[src/rtl/usr_pkg.sv]
// Shared constants for the universal shift register: operation-select encodings.
package usr_pkg;

  localparam logic [1:0] MODE_HOLD = 2'b00;
  localparam logic [1:0] MODE_SHR  = 2'b01;
  localparam logic [1:0] MODE_SHL  = 2'b10;
  localparam logic [1:0] MODE_LOAD = 2'b11;

endpackage

[src/rtl/usr_frame_cnt.sv]
// Modulo-Depth shift counter with a registered wrap pulse, reusable by any serialiser.
module usr_frame_cnt #(
  parameter int unsigned Depth = 4,
  parameter int unsigned CntW  = (Depth > 1) ? $clog2(Depth) : 1
) (
  input  logic            clk_i,
  input  logic            rst_i,
  input  logic            inc_i,
  input  logic            clr_i,
  output logic [CntW-1:0] cnt_o,
  output logic            wrap_o
);

  logic [CntW-1:0] cnt_d, cnt_q;
  logic            wrap_d, wrap_q;
  logic            at_last;

  assign at_last = (cnt_q == CntW'(Depth - 1));

  always_comb begin
    cnt_d  = cnt_q;
    wrap_d = 1'b0;
    if (clr_i) begin
      cnt_d = '0;
    end else if (inc_i) begin
      cnt_d  = at_last ? '0 : cnt_q + CntW'(1);
      wrap_d = at_last;
    end
  end

  always_ff @(posedge clk_i) begin
    if (rst_i) begin
      cnt_q  <= '0;
      wrap_q <= 1'b0;
    end else begin
      cnt_q  <= cnt_d;
      wrap_q <= wrap_d;
    end
  end

  assign cnt_o  = cnt_q;
  assign wrap_o = wrap_q;

endmodule

[src/rtl/usr_shift_reg.sv]
// Parametrised universal shift register (hold / shift right / shift left / load).
// Define USR_ROTATE_EN to add the rot_i port, which recirculates the exiting stage on shifts.
module usr_shift_reg
  import usr_pkg::*;
#(
  parameter int unsigned WIDTH = 1,
  parameter int unsigned DEPTH = 4
) (
  input  logic                       clk_i,
  input  logic                       rst_i,
  input  logic                       en_i,
  input  logic [1:0]                 mode_i,
  input  logic [WIDTH-1:0]           sin_r_i,
  input  logic [WIDTH-1:0]           sin_l_i,
  input  logic [DEPTH*WIDTH-1:0]     pin_i,
`ifdef USR_ROTATE_EN
  input  logic                       rot_i,
`endif
  output logic [WIDTH-1:0]           sout_r_o,
  output logic [WIDTH-1:0]           sout_l_o,
  output logic [DEPTH*WIDTH-1:0]     pout_o,
  output logic [$clog2(DEPTH)-1:0]   shift_cnt_o,
  output logic                       frame_done_o
);

  localparam int unsigned CntW = $clog2(DEPTH);

  logic [DEPTH*WIDTH-1:0] stages;
  logic [WIDTH-1:0]       shr_in, shl_in;
  logic                   do_shift, do_load;

  assign do_shift = en_i && ((mode_i == MODE_SHR) || (mode_i == MODE_SHL));
  assign do_load  = en_i && (mode_i == MODE_LOAD);

  always_comb begin
    shr_in = sin_r_i;
    shl_in = sin_l_i;
`ifdef USR_ROTATE_EN
    if (rot_i) begin
      shr_in = stages[WIDTH-1:0];
      shl_in = stages[DEPTH*WIDTH-1 -: WIDTH];
    end
`endif
  end

  for (genvar i = 0; i < DEPTH; i++) begin : g_stage
    logic [WIDTH-1:0] stage_d, stage_q;
    logic [WIDTH-1:0] from_right, from_left;

    if (i == DEPTH - 1) begin : g_top
      assign from_right = shr_in;
    end else begin : g_mid_r
      assign from_right = stages[(i+1)*WIDTH +: WIDTH];
    end

    if (i == 0) begin : g_bot
      assign from_left = shl_in;
    end else begin : g_mid_l
      assign from_left = stages[(i-1)*WIDTH +: WIDTH];
    end

    always_comb begin
      stage_d = stage_q;
      if (en_i) begin
        unique case (mode_i)
          MODE_HOLD: stage_d = stage_q;
          MODE_SHR:  stage_d = from_right;
          MODE_SHL:  stage_d = from_left;
          MODE_LOAD: stage_d = pin_i[i*WIDTH +: WIDTH];
        endcase
      end
    end

    always_ff @(posedge clk_i) begin
      if (rst_i) begin
        stage_q <= '0;
      end else begin
        stage_q <= stage_d;
      end
    end

    assign stages[i*WIDTH +: WIDTH] = stage_q;
  end

  usr_frame_cnt #(
    .Depth (DEPTH),
    .CntW  (CntW)
  ) u_frame_cnt (
    .clk_i  (clk_i),
    .rst_i  (rst_i),
    .inc_i  (do_shift),
    .clr_i  (do_load),
    .cnt_o  (shift_cnt_o),
    .wrap_o (frame_done_o)
  );

  assign pout_o   = stages;
  assign sout_r_o = stages[WIDTH-1:0];
  assign sout_l_o = stages[DEPTH*WIDTH-1 -: WIDTH];

endmodule

[config.mk]
export PLATFORM = sky130hd
export DESIGN_NAME = usr_shift_reg
export DESIGN_NICKNAME = d
export VERILOG_FILES = /design/src/rtl/usr_pkg.sv /design/src/rtl/usr_frame_cnt.sv /design/src/rtl/usr_shift_reg.sv
export SDC_FILE = /design/constraint.sdc
export NUM_CORES = 1
export LEC_CHECK = 0
export ABC_CLOCK_PERIOD_IN_PS = 1700
export CORE_AREA = 2 2 39 41
export CTS_BUF_LIST = sky130_fd_sc_hd__clkbuf_8
export CTS_CLUSTER_SIZE = 16
export DETAILED_ROUTE_END_ITERATION = 10
export DIE_AREA = 0 0 41 43
export PLACE_DENSITY = 0.74
export SLEW_MARGIN = 25
export SYNTH_ARGS = -nofsm -noshare
export SYNTH_HDL_FRONTEND = slang
export SYNTH_HIERARCHICAL = 1
export SYNTH_SLANG_ARGS = --single-unit
[constraint.sdc]
create_clock -name clk_i -period 1.7 [get_ports clk_i]
set_clock_uncertainty 0.1 [all_clocks]
set_input_delay 0.34 -clock clk_i [delete_from_list [all_inputs] [get_ports clk_i]]
set_output_delay 0.34 -clock clk_i [all_outputs]
set_load 0.02 [all_outputs]
; ---- Yosys cells after proc, flatten, opt, wreduce, memory -nomap -nowiden
; Cells that the tools add are included.
[classes]
addsub = 1
n_mul = 0
n_div = 0
magnitude_cmp = 0
eq_ne = 4
shifts = 0
mux = 5
n_bitwise = 2
n_reduce_logical = 7
[op_table]
columns = op, count
row1 = 1-bit one-hot mux with 3 select lines, 4
row2 = 2-bit == test (second input constant), 3
row3 = 3-bit OR reduction, 1
row4 = 2-bit by 1-bit adder with 2-bit output (second input constant), 1
row5 = 2-bit by 1-bit == test with 1-bit output (second input constant), 1
row6 = 1-bit logical AND, 2
row7 = 2-bit zero test, 1
row8 = 2-bit two-way mux, 1
row9 = 1-bit NOT, 2
row10 = 2-bit AND reduction, 1
row11 = 2-bit OR reduction, 1
row12 = 1-bit logical OR, 1
[word_totals]
register_bits = 7
latchBits = 0
ramBits = 0
rom_bits = 0
input_bits = 11
elab_cells = 25
mem_count = 0

; ---- Logic depth before layout (Yosys ltp)
[logic_depth]
word_depth = 5
mapped_depth = 6
mapped_depth_nobuf = 5

; ---- Hierarchy
; The synthesis kept the hierarchy.
[by_module_without_submodules]
columns = module, instances, cells_each, area_each_um2
row1 = usr_shift_reg, 1, 34, 296.5
row2 = usr_frame_cnt, 1, 11, 123.9

; ---- Least setup slack after synthesis
; OpenSTA, ideal clock, no wires.
[synth_timing]
path_kind = input -> register
from = input mode_i[0]
to = register u_frame_cnt.cnt_q[0] (netlist: u_frame_cnt/cnt_o[0])
setup_ps = 79
arrival_time_ps = 1291
required_ps = 1521
path_slack_ps = 229
cell_stages = 5
path_cell_list = inv_1 > ha_1 > and2_2 > or3b_1 > a211oi_2
[synth_between]
elab_chain_len = 3
elab_cells_between_ends = 7
[synth_rtl]
columns = element, line
row1 = start: declaration, usr_shift_reg.sv:12  ; input logic [1:0] mode_i,
row2 = 2-bit by 1-bit == test with 1-bit output or 2-bit == test (tied branches), usr_shift_reg.sv:32  ; assign do_shift = en_i && ((mode_i == MODE_SHR) || (mode_i == MODE_SHL));
row3 = 1-bit logical OR (*), usr_shift_reg.sv:32
row4 = 1-bit logical AND (*), usr_shift_reg.sv:32
row5 = via do_shift, usr_shift_reg.sv:30  ; logic do_shift, do_load;
row6 = end signal: assignment, usr_frame_cnt.sv:36  ; cnt_q <= cnt_d;
row7 = end: declaration, usr_frame_cnt.sv:14  ; logic [CntW-1:0] cnt_d, cnt_q;
; Mark *: on every way through the listed nets, which the timed path passes. The rest lies on a longest branch.
; A chain may end at the register's enable or synchronous reset.

; ---- Worst setup path after layout
[layout_timing]
from = register u_frame_cnt.cnt_q[0] (netlist: u_frame_cnt/cnt_o[0])
to = output shift_cnt_o[0]
[layout_lines]
columns = element, line
row1 = end: declaration, usr_shift_reg.sv:22  ; output logic [$clog2(DEPTH)-1:0] shift_cnt_o,
; No word-level cell between the ends.

==> flow_summary.yaml <==
clocking:
  clock_latency_ns: 0.23
  cts_buffers: 3
  cts_tree: "built"
  h-tree-depth: 1
  root_buffer: "clkbuf_8"
  cts_buffer_depth: 2
  postCtsHoldBufs: 0
  cts_num_sinks: 7
  clkTransAtPathRegs_ns: 0.04
power_and_ir_drop:
  p_per_area_mw_per_mm2: 794
  ir_drop_v: 0.000555
  p_leak_uw: 0.000351
critical_path:
  path_class: "reg2out"
  path_buf_inv: 1
  cp-start-kind: "register"
  required_ns: 1.26
  crit_path_end_kind: "output port"
  cp.arrival_ns: 1.22
  cpMaxStageDelayCell: "clkdlybuf4s50_1"
  cp_cell_sequence: "clkdlybuf4s50_1"
  cp_slowest_stage_delay_ns: 0.62
  cp_max_fo: 4
  crit_family: "buffers and inverters"
placement:
  place_area_um2: 642
  gp_congestion: 0.766
  dp_hpwl_um: 716
  io_buffer_count: 19
  dp_worst_setup_slack_ns: -0.319
synthesis:
  ys_seq_elements: 7
  avgSynthCellArea_um2: 9.34
  synth_cell_types: 17
  yosysWarnings: 6
  syn_area_um2: 420
  synth_nets: 60
  synth_cells: 45
  yosysSeqAreaShare_pct: 33.3
layout:
  n_fill_cell: 137
  layout_common_cells: "clkdlybuf4s50_1 (13), dfxtp_1 (7), buf_4 (7)"
  final_common_cell: "clkdlybuf4s50_1"
  multi_input_area_um2: 233
  regArea_um2: 140
  num_antenna_cells: 0
  layout-drive-gt1-share_pct: 21.4
  fin_nets: 86
  stdcell_area_um2: 696
  area_delta_synth_final_pct: 65.5
global_route:
  grt-ovfl-total: 0
  grt_max_degree: 9
  grt_use_total_pct: 13.7
  grt_antenna_before_repair: 0
  grt_pass1_wl_mm: 1.47
  grt_pass1_vias: 364
die:
  fp.dieH_um: 43
  core_area_mm2: 0.00138
  dieArea_mm2: 0.00176
  start_util_pct: 30.4
  die_x_um: 41
  ios: 20
  rows: 14
detailed_routing:
  drc: 0
  routed-wl-met3_um: 60
  wl_met1_um: 405
  vias_per_cell: 4.78
  drtAntennaViolNets: 0
  routedWlPerCell_um: 11.0
  wl_met2_um: 445
  drt_pass1_iterations: 4
  routed_wirelength_um: 949
  top_layer: "met4"
  dr_total_vias: 411
  first_iter_violations: 7
sta:
  timing.fmax_mhz: 601
  fin_ws_ns: 0.0360
  tightest_slew_ns: 0.296
  rsz0062_at_grt: "no"
  finalCritPeriodShare_pct: 97.9
  final-setup-viol-count: 0
  slew_viol_final: 0
  period_needed_ns: 1.66
  finalHoldViolCount: 0
  max_slew_margin_pct: 80.2
run_status:
  status: "finished, final reports clean"
job:
  max_cap_violations: 0
worst_hold_path:
  hold_class: "reg2reg"
==> cells in the mapped netlist <==
library cell | n | area (um^2)
nand2_1 | 5 | 18.8
buf_4 | 4 | 30.0
ha_1 | 4 | 50.1
nor2_2 | 1 | 6.26
a211oi_2 | 1 | 12.5
or3b_1 | 1 | 8.76
inv_1 | 2 | 7.51
buf_6 | 1 | 11.3
nor2b_4 | 1 | 13.8
mux2i_1 | 1 | 10.0
nor2_1 | 4 | 15.0
dfxtp_1 | 7 | 140
and2_2 | 2 | 15.0
a311oi_1 | 4 | 35.0
nand2b_1 | 1 | 6.26
a22oi_1 | 4 | 30.0
nor3_1 | 2 | 10.0
==> kinds of logic (layout without fill, tap and decap cells) <==
logic type,count (synthesis),after routing,synth area share (%)
adder cells (fa/ha/maj),4,4,11.9
flip-flops,7,7,33.3
AO/OA/AOI/OAI,9,9,18.5
buffers and inverters,7,32,11.6
multiplexers,1,1,2.38
AND/OR/NAND/NOR,17,17,22.3
==> area by class of cell <==
type	instances	area share, %
Sequential cell	7	20.1
Inverter	2	1.08
Multi-Input combinational cell	31	33.5
Timing Repair Buffer	26	36.0
Clock buffer	3	5.94
Clock inverter	1	0.540
Tap cell	16	2.88
==> report_power, final <==
part	switching, uW	internal (uW)
sequential	9.12	175
combinational	55.4	72.9
clock	82.6	157
total	147	405
==> path summary, 6_finish.rpt <==
check | cells past startpoint | slack, ns | endpoint | start
setup reg to reg | 3 | 0.39 | u_frame_cnt/cnt_o[0] | u_frame_cnt/cnt_o[0]
hold reg to reg | 2 | 0.41 | g_stage[1].from_right | sout_l_o
hold / removal | 2 | 0.41 | g_stage[1].from_right | sout_l_o
setup / recovery | 1 | 0.04 | shift_cnt_o[0] | u_frame_cnt/cnt_o[0]
==> what timing repair did <==
action	CTS	global route
buffers inserted	0	0
pin swaps	1	0
setup endpoints to repair	1	5
gates resized for setup	3	4
==> through the flow <==
stage / total power [uW] / TNS, ns / utilization (%) / hold WS [ns] / cells
2_1_floorplan: 257 / 0 / - / 0.305 / 45
3_3_place_gp: 315 / -1.11 / 46.4 / 0.400 / 82
3_5_place_dp: 318 / -1.29 / 46.4 / 0.407 / 82
4_1_cts: 567 / 0 / 49.5 / 0.413 / 86
5_1_grt: 586 / 0 / 50.3 / 0.435 / 86
6_report: 552 / 0 / 50.3 / 0.408 / 86
==> metal layers <==
layer / GRT usage, % / up-vias
met1: 13.9 / 186
met3: 7.85 / 5
met5: 0 / -
met4: 10.0 / 0
li1: - / 206
met2: 19.7 / 14
==> flip-flops by register name (all words and copies together), names as in the netlist <==
| register | count |
|---|---|
| sout_l_o | 1 |
| sout_r_o | 1 |
| u_frame_cnt/cnt_o | 2 |
| u_frame_cnt/wrap_o | 1 |
| g_stage.from_right | 2 |
(Power assumes the default switching activity.)
